--- src/rtl/cpu_core_pkg.sv ---
// Shared core definitions: register width, load/store funct3 encodings and
// the load/store unit's state, error codes and byte-strobe helper.
package cpu_core_pkg;

    localparam int unsigned RSIZE = 32;

    localparam logic [2:0] F3_LB  = 3'b000;
    localparam logic [2:0] F3_LH  = 3'b001;
    localparam logic [2:0] F3_LW  = 3'b010;
    localparam logic [2:0] F3_LBU = 3'b100;
    localparam logic [2:0] F3_LHU = 3'b101;
    localparam logic [2:0] F3_SB  = 3'b000;
    localparam logic [2:0] F3_SH  = 3'b001;
    localparam logic [2:0] F3_SW  = 3'b010;

    typedef enum logic [1:0] {
        IDLE = 2'd0,
        ADDR = 2'd1,
        DATA = 2'd2,
        RESP = 2'd3
    } lsu_state_t;

    typedef logic [1:0] lsu_err_t;

    localparam lsu_err_t LSU_OK     = 2'b00;
    localparam lsu_err_t LSU_MISAL  = 2'b01;
    localparam lsu_err_t LSU_BUSERR = 2'b10;
    localparam lsu_err_t LSU_TMO    = 2'b11;

    // funct3[1:0] encodes the access size for both loads and stores.
    function automatic logic [3:0] lsu_wstrb(input logic [2:0] funct3,
                                             input logic [1:0] addr_lo);
        logic [3:0] strb;
        case (funct3[1:0])
            2'b00:   strb = 4'b0001 << addr_lo;
            2'b01:   strb = 4'b0011 << addr_lo;
            default: strb = 4'b1111;
        endcase
        return strb;
    endfunction

endpackage

--- src/rtl/cpu_core_lsu_align.sv ---
// Byte-lane alignment for the LSU: store data replication and strobes, and
// load data shift with sign/zero extension.
module cpu_core_lsu_align
    import cpu_core_pkg::*;
#(
    parameter int unsigned RSIZE = cpu_core_pkg::RSIZE
) (
    input  logic [2:0]       i_funct3,
    input  logic [1:0]       i_addr_lo,
    input  logic [RSIZE-1:0] i_st_data,
    input  logic [RSIZE-1:0] i_rd_word,
    output logic [RSIZE-1:0] o_wdata,
    output logic [3:0]       o_wstrb,
    output logic [RSIZE-1:0] o_ld_data
);

    logic [RSIZE-1:0] w_shifted;

    always_comb begin
        w_shifted = i_rd_word >> {i_addr_lo, 3'b000};

        case (i_funct3)
            F3_LB:   o_ld_data = {{(RSIZE-8){w_shifted[7]}}, w_shifted[7:0]};
            F3_LH:   o_ld_data = {{(RSIZE-16){w_shifted[15]}}, w_shifted[15:0]};
            F3_LW:   o_ld_data = w_shifted;
            F3_LBU:  o_ld_data = {{(RSIZE-8){1'b0}}, w_shifted[7:0]};
            F3_LHU:  o_ld_data = {{(RSIZE-16){1'b0}}, w_shifted[15:0]};
            default: o_ld_data = '0;
        endcase

        case (i_funct3[1:0])
            2'b00:   o_wdata = {(RSIZE/8){i_st_data[7:0]}};
            2'b01:   o_wdata = {(RSIZE/16){i_st_data[15:0]}};
            default: o_wdata = i_st_data;
        endcase

        o_wstrb = lsu_wstrb(i_funct3, i_addr_lo);
    end

endmodule

--- src/rtl/cpu_core_lsu.sv ---
// Load/store unit: one request at a time from execute, a valid/ready
// word-wide data bus, and a single-cycle response pulse to writeback.
module cpu_core_lsu
    import cpu_core_pkg::*;
#(
    parameter int unsigned TIMEOUT_CYCLES = 64,
    parameter int unsigned RSIZE          = cpu_core_pkg::RSIZE
) (
    input  logic             clk,
    input  logic             rst,
    input  logic             req_valid,
    output logic             req_ready,
    input  logic             req_is_store,
    input  logic [2:0]       req_funct3,
    input  logic [RSIZE-1:0] req_addr,
    input  logic [RSIZE-1:0] req_wdata,
    input  logic [4:0]       req_rd,
    output logic             rsp_valid,
    output logic [RSIZE-1:0] rsp_rdata,
    output logic [4:0]       rsp_rd,
    output logic             rsp_is_store,
    output logic [1:0]       rsp_err,
    output logic             mem_valid,
    input  logic             mem_ready,
    output logic             mem_we,
    output logic [RSIZE-1:0] mem_addr,
    output logic [3:0]       mem_wstrb,
    output logic [RSIZE-1:0] mem_wdata,
    input  logic             mem_rvalid,
    input  logic [RSIZE-1:0] mem_rdata,
    input  logic             mem_err
);

    lsu_state_t       r_state;
    lsu_state_t       w_state_next;
    logic             r_is_store;
    logic [2:0]       r_funct3;
    logic [RSIZE-1:0] r_addr;
    logic [RSIZE-1:0] r_wdata;
    logic [4:0]       r_rd;
    lsu_err_t         r_err;
    logic [RSIZE-1:0] r_rdata;
    logic [31:0]      r_cnt;

    logic             w_accept;
    logic             w_legal;
    logic             w_tmo;
    logic [RSIZE-1:0] w_wdata;
    logic [3:0]       w_wstrb;
    logic [RSIZE-1:0] w_ld_data;

    cpu_core_lsu_align #(
        .RSIZE(RSIZE)
    ) u_align (
        .i_funct3  (r_funct3),
        .i_addr_lo (r_addr[1:0]),
        .i_st_data (r_wdata),
        .i_rd_word (mem_rdata),
        .o_wdata   (w_wdata),
        .o_wstrb   (w_wstrb),
        .o_ld_data (w_ld_data)
    );

    assign w_accept = req_valid && (r_state == IDLE);
    // Counter holds completed empty DATA cycles; this one would be the next.
    assign w_tmo    = (TIMEOUT_CYCLES != 0) && ((r_cnt + 32'd1) == TIMEOUT_CYCLES);

    always_comb begin
        w_legal = 1'b0;
        if (req_is_store) begin
            case (req_funct3)
                F3_SB:   w_legal = 1'b1;
                F3_SH:   w_legal = !req_addr[0];
                F3_SW:   w_legal = (req_addr[1:0] == 2'b00);
                default: w_legal = 1'b0;
            endcase
        end else begin
            case (req_funct3)
                F3_LB, F3_LBU: w_legal = 1'b1;
                F3_LH, F3_LHU: w_legal = !req_addr[0];
                F3_LW:         w_legal = (req_addr[1:0] == 2'b00);
                default:       w_legal = 1'b0;
            endcase
        end
    end

    always_ff @(posedge clk or posedge rst) begin
        if (rst) begin
            r_state <= IDLE;
        end else begin
            r_state <= w_state_next;
        end
    end

    always_comb begin
        w_state_next = r_state;
        case (r_state)
            IDLE: if (w_accept) w_state_next = w_legal ? ADDR : RESP;
            ADDR: if (mem_ready) w_state_next = DATA;
            DATA: if (mem_rvalid || w_tmo) w_state_next = RESP;
            RESP: w_state_next = IDLE;
            default: w_state_next = IDLE;
        endcase
    end

    always_ff @(posedge clk or posedge rst) begin
        if (rst) begin
            r_is_store <= 1'b0;
            r_funct3   <= '0;
            r_addr     <= '0;
            r_wdata    <= '0;
            r_rd       <= '0;
            r_err      <= LSU_OK;
            r_rdata    <= '0;
            r_cnt      <= '0;
        end else begin
            case (r_state)
                IDLE: if (w_accept) begin
                    r_is_store <= req_is_store;
                    r_funct3   <= req_funct3;
                    r_addr     <= req_addr;
                    r_wdata    <= req_wdata;
                    r_rd       <= req_rd;
                    r_err      <= w_legal ? LSU_OK : LSU_MISAL;
                    r_rdata    <= '0;
                end
                ADDR: if (mem_ready) r_cnt <= '0;
                DATA: begin
                    if (mem_rvalid) begin
                        r_err   <= mem_err ? LSU_BUSERR : LSU_OK;
                        r_rdata <= (mem_err || r_is_store) ? '0 : w_ld_data;
                    end else begin
                        r_cnt <= r_cnt + 32'd1;
                        if (w_tmo) r_err <= LSU_TMO;
                    end
                end
                default: ;
            endcase
        end
    end

    always_comb begin
        req_ready    = (r_state == IDLE);
        mem_valid    = (r_state == ADDR);
        mem_we       = mem_valid && r_is_store;
        mem_addr     = mem_valid ? {r_addr[RSIZE-1:2], 2'b00} : '0;
        mem_wstrb    = mem_we ? w_wstrb : '0;
        mem_wdata    = mem_we ? w_wdata : '0;
        rsp_valid    = (r_state == RESP);
        rsp_rdata    = rsp_valid ? r_rdata : '0;
        rsp_rd       = rsp_valid ? r_rd : '0;
        rsp_is_store = rsp_valid && r_is_store;
        rsp_err      = rsp_valid ? r_err : LSU_OK;
    end

endmodule

--- config.mk ---
export PLATFORM = sky130hd
export DESIGN_NAME = cpu_core_lsu
export DESIGN_NICKNAME = d
export VERILOG_FILES = /design/src/rtl/cpu_core_pkg.sv /design/src/rtl/cpu_core_lsu_align.sv /design/src/rtl/cpu_core_lsu.sv
export SDC_FILE = /design/constraint.sdc
export NUM_CORES = 1
export LEC_CHECK = 0
export CORE_UTILIZATION = 44
export DETAILED_ROUTE_END_ITERATION = 8
export PLACE_DENSITY = 0.74
export REMOVE_ABC_BUFFERS = 1
export SLEW_MARGIN = 10
export SYNTH_ARGS = -nofsm -noshare
export SYNTH_HDL_FRONTEND = slang
export SYNTH_SLANG_ARGS = --single-unit
export TNS_END_PERCENT = 20
--- constraint.sdc ---
create_clock -name clk -period 4 [get_ports clk]
set_input_delay 0.6 -clock clk [delete_from_list [all_inputs] [get_ports clk]]
set_output_delay 0.6 -clock clk [all_outputs]
set_load 0.01 [all_outputs]
==> run_summary.xml <==
<?xml version="1.0" encoding="UTF-8"?>
<metrics>
  <group name="detailed_routing">
    <metric name="route.antenna.remaining_nets" unit="">0</metric>
    <metric name="post_drt_wl_per_cell" unit="µm">17.3</metric>
    <metric name="drc" unit="">0</metric>
    <metric name="vias" unit="">7130</metric>
    <metric name="detail_route.iter0.violations" unit="">425</metric>
    <metric name="drt-vias-per-instance" unit="">5.45</metric>
    <metric name="route.final.wire_length" unit="µm">22600</metric>
    <metric name="detail_route.first_pass.iterations" unit="">5</metric>
  </group>
  <group name="logic_synthesis">
    <metric name="synth.avg_cell_area" unit="µm²">9.25</metric>
    <metric name="netlist_instances" unit="">876</metric>
    <metric name="ys_types" unit="">54</metric>
    <metric name="yosys_register_bits" unit="">141</metric>
    <metric name="synthArstFlopShare" unit="%">100</metric>
    <metric name="synth_enable_flop_cells" unit="">0</metric>
    <metric name="synth_area" unit="µm²">8100</metric>
    <metric name="ys.flop_type" unit="">sky130_fd_sc_hd__dfrtp_1</metric>
    <metric name="synth.yosys.seq_area_share" unit="%">43.5</metric>
    <metric name="synth_warnings" unit="">0</metric>
  </group>
  <group name="worst_setup_path">
    <metric name="timing.critical_path.required" unit="ns">4.34</metric>
    <metric name="worst_setup_path_type" unit="">reg2reg</metric>
    <metric name="endpoint_kind" unit="">flop</metric>
    <metric name="worst_ep_arrival_time" unit="ns">4.12</metric>
    <metric name="startpoint_type" unit="">flop</metric>
    <metric name="timing.critical_path.fanout_max" unit="">8</metric>
  </group>
  <group name="sta">
    <metric name="final.min_clock_period" unit="ns">3.77</metric>
    <metric name="tightest_slew" unit="ns">1.12</metric>
    <metric name="timing.final.crit_share" unit="%">94.3</metric>
    <metric name="max_slew_headroom" unit="%">25.0</metric>
    <metric name="clock_skew" unit="ns">0.00726</metric>
    <metric name="hold_viol_final" unit="">0</metric>
    <metric name="setup_viol_count_final" unit="">0</metric>
    <metric name="unrepaired_setup_endpoints_after_global_routing" unit="">no</metric>
    <metric name="fmaxAchievable" unit="GHz">0.265</metric>
    <metric name="slew_viol_final" unit="">0</metric>
  </group>
  <group name="cts">
    <metric name="post_cts.repair.setup_buffers" unit="">0</metric>
    <metric name="insertion_delay" unit="ns">0.42</metric>
    <metric name="post_cts_resize_count" unit="">0</metric>
    <metric name="clock_tree_from_tritoncts" unit="">built</metric>
    <metric name="clk_pin_slew" unit="ns">0.06</metric>
    <metric name="cts_inserted_buffers" unit="">17</metric>
    <metric name="cts.sink_count" unit="">141</metric>
    <metric name="htree_num_levels" unit="">4</metric>
    <metric name="ctsHoldBuffers" unit="">0</metric>
    <metric name="cts_root_buffer" unit="">sky130_fd_sc_hd__clkbuf_16</metric>
    <metric name="clk_path_buf_depth" unit="">2</metric>
  </group>
  <group name="cells_and_area">
    <metric name="synthToLayoutAreaGrowth" unit="%">37.1</metric>
    <metric name="final_cell_mix" unit="">sky130_fd_sc_hd__clkdlybuf4s50_1 (220), sky130_fd_sc_hd__dfrtp_1 (141), sky130_fd_sc_hd__nand2_1 (94)</metric>
    <metric name="final_util" unit="%">61.7</metric>
    <metric name="diodes" unit="">0</metric>
    <metric name="register_area" unit="µm²">3530</metric>
    <metric name="fill_cells" unit="">1539</metric>
    <metric name="most_frequent_standard_cell_in_the_layout_excluding_fill_and_tap_cells" unit="">sky130_fd_sc_hd__clkdlybuf4s50_1</metric>
    <metric name="nets" unit="">1184</metric>
    <metric name="ratio_of_cells_with_drive_above_1_in_the_final_layout" unit="%">13.1</metric>
    <metric name="multi_input_area" unit="µm²">4240</metric>
  </group>
  <group name="pwr">
    <metric name="power.static_leakage" unit="nW">4.58</metric>
    <metric name="vdd.ir_drop.worst" unit="mV">0.431</metric>
    <metric name="power_per_cell_area" unit="nW/µm²">639</metric>
    <metric name="fin_total_pwr" unit="mW">7.10</metric>
  </group>
  <group name="worst_hold_path">
    <metric name="hold_path_class" unit="">reg2reg</metric>
  </group>
  <group name="place">
    <metric name="place.gp.congestion" unit="">0.881</metric>
    <metric name="place_hpwl" unit="µm">15300</metric>
    <metric name="portBuffers" unit="">220</metric>
  </group>
  <group name="floorplan">
    <metric name="fp-row-count" unit="">49</metric>
    <metric name="floorplan.die.height" unit="µm">138</metric>
    <metric name="floorplan.die_area" unit="µm²">19000</metric>
    <metric name="chipWidth" unit="µm">138</metric>
    <metric name="floorplan.initialDensity" unit="%">45.0</metric>
    <metric name="core_region_area" unit="µm²">18000</metric>
    <metric name="boundaryPins" unit="">223</metric>
  </group>
  <group name="run_status">
    <metric name="outcome" unit="">completed</metric>
  </group>
  <group name="global_routing">
    <metric name="grt_max_degree" unit="">82</metric>
    <metric name="grt_pass1_vias" unit="">6715</metric>
    <metric name="grtUsageTotal" unit="%">24.1</metric>
    <metric name="grt_remaining_overflow" unit="">0</metric>
    <metric name="number_of_antenna_violations_at_the_first_check_in_global_routing" unit="">0</metric>
    <metric name="first_pass_grt_wire_length" unit="µm">35400</metric>
  </group>
  <group name="run">
    <metric name="max-cap-violations" unit="">0</metric>
  </group>
</metrics>
## layer usage
layer | part of all wire [%] | routed length, µm | up-vias | GRT usage (%)
li1 | - | - | 3433 | -
met1 | 43 | 9650 | 3437 | 31.0
met2 | 49 | 11100 | 238 | 40.6
met3 | 6.6 | 1500 | 22 | 5.59
met4 | 1.6 | 355 | 0 | 6.34
met5 | 0 | 0 | - | 0
## cell families (layout without fill, tap and decap cells)
kind of cell             after synthesis  in the layout  synth area share (%)
AND/OR/NAND/NOR                      328            328                  21.0
flip-flops                           141            141                  43.5
multiplexers                         117            117                  15.7
XOR/XNOR                              21             21                  2.27
adder cells (fa/ha/maj)                6              6                 0.926
buffers and inverters                 82            285                  4.34
AO/OA/AOI/OAI                        180            180                  12.2
other                                  1              2                0.0463
## synth_stat cells, types with 2 or more instances
cell                       instances  area (µm²)
sky130_fd_sc_hd__dfrtp_1         141        3530
sky130_fd_sc_hd__nand2_1          95         357
sky130_fd_sc_hd__o21ai_0          89         445
sky130_fd_sc_hd__mux2_2           81         912
sky130_fd_sc_hd__and2_1           71         444
sky130_fd_sc_hd__a21oi_1          63         315
sky130_fd_sc_hd__nor2_1           62         233
sky130_fd_sc_hd__clkbuf_1         49         184
sky130_fd_sc_hd__mux2i_1          36         360
sky130_fd_sc_hd__nand3_1          18        90.1
sky130_fd_sc_hd__nand4_1          17         106
sky130_fd_sc_hd__inv_1            16        60.1
sky130_fd_sc_hd__and3_1           13        81.3
sky130_fd_sc_hd__nor3_1           13        65.1
sky130_fd_sc_hd__xnor2_1          13         114
sky130_fd_sc_hd__o31ai_1          11        82.6
sky130_fd_sc_hd__xor2_1            8        70.1
sky130_fd_sc_hd__buf_1             7        26.3
sky130_fd_sc_hd__nor4_1            7        43.8
sky130_fd_sc_hd__ha_1              6        75.1
sky130_fd_sc_hd__buf_2             4        20.0
sky130_fd_sc_hd__buf_4             4        30.0
sky130_fd_sc_hd__nor2b_1           4        25.0
sky130_fd_sc_hd__a21o_1            3        22.5
sky130_fd_sc_hd__and4_1            3        26.3
sky130_fd_sc_hd__nand3_4           3        52.6
sky130_fd_sc_hd__nand3b_1          3        22.5
sky130_fd_sc_hd__or3_1             3        18.8
sky130_fd_sc_hd__or4_1             3        22.5
sky130_fd_sc_hd__a221oi_1          2        17.5
sky130_fd_sc_hd__a311oi_1          2        17.5
sky130_fd_sc_hd__a31oi_1           2        12.5
sky130_fd_sc_hd__and2_0            2        12.5
sky130_fd_sc_hd__or2_2             2        12.5
## layout make-up
class                           instances  share of cell area [%]
Sequential cell                       141                    31.7
Tap cell                              229                    2.58
Timing Repair Buffer                  237                    21.1
Inverter                               16                   0.585
Clock inverter                         13                    1.91
Multi-Input combinational cell        654                    38.1
Clock buffer                           19                    3.99
## metrics by stage
step | setup WS [ns] | instances | hold slack [ns] | area (µm²) | TNS (ns)
after global placement | 0.531 | 1277 | 0.453 | 10500 | 0
after floorplan | -0.381 | 811 | 0.442 | 7820 | -53.75
after CTS | 0.320 | 1309 | 0.476 | 11100 | 0
after global routing | 0.143 | 1309 | 0.501 | 11100 | 0
final | 0.229 | 1309 | 0.470 | 11100 | 0
after detailed placement | 0.425 | 1277 | 0.462 | 10500 | 0
## registers in the layout, summed over array words and instances (netlist names)
| register | count |
|---|---|
| r_funct3 | 3 |
| r_is_store | 1 |
| r_rdata | 32 |
| r_cnt | 32 |
| r_state | 2 |
| r_err | 2 |
| r_wdata | 32 |
| r_addr | 32 |
| r_rd | 5 |
## power breakdown
group	internal [mW]	total [mW]	switching, mW
combinational	1.49	2.98	1.49
sequential	1.91	2.36	0.441
clock	1.13	1.76	0.632
## critical path: stages (launching register included)
cell                       delay (ns)
sky130_fd_sc_hd__dfrtp_1         0.51
sky130_fd_sc_hd__nand4_2         0.24
sky130_fd_sc_hd__nor4_1          0.69
sky130_fd_sc_hd__xor2_1          0.15
sky130_fd_sc_hd__or3_2           0.52
sky130_fd_sc_hd__or4b_1          0.48
sky130_fd_sc_hd__or4_1           0.55
sky130_fd_sc_hd__a221oi_2        0.33
sky130_fd_sc_hd__mux2i_1         0.21
## path summary, 6_finish.rpt
check                             from          end  slack, ns  cells after the start
max                           r_cnt[2]   r_state[1]       0.23                      8
min                        r_rdata[24]  r_rdata[24]       0.47                      2
max reg2reg                   r_cnt[2]   r_state[1]       0.23                      8
min reg2reg                r_rdata[24]  r_rdata[24]       0.47                      2
max in group asynchronous          rst     r_cnt[2]       2.60                      3
min in group asynchronous          rst    r_addr[5]       0.66                      2
No activity file was read; power rests on OpenSTA's default activity.
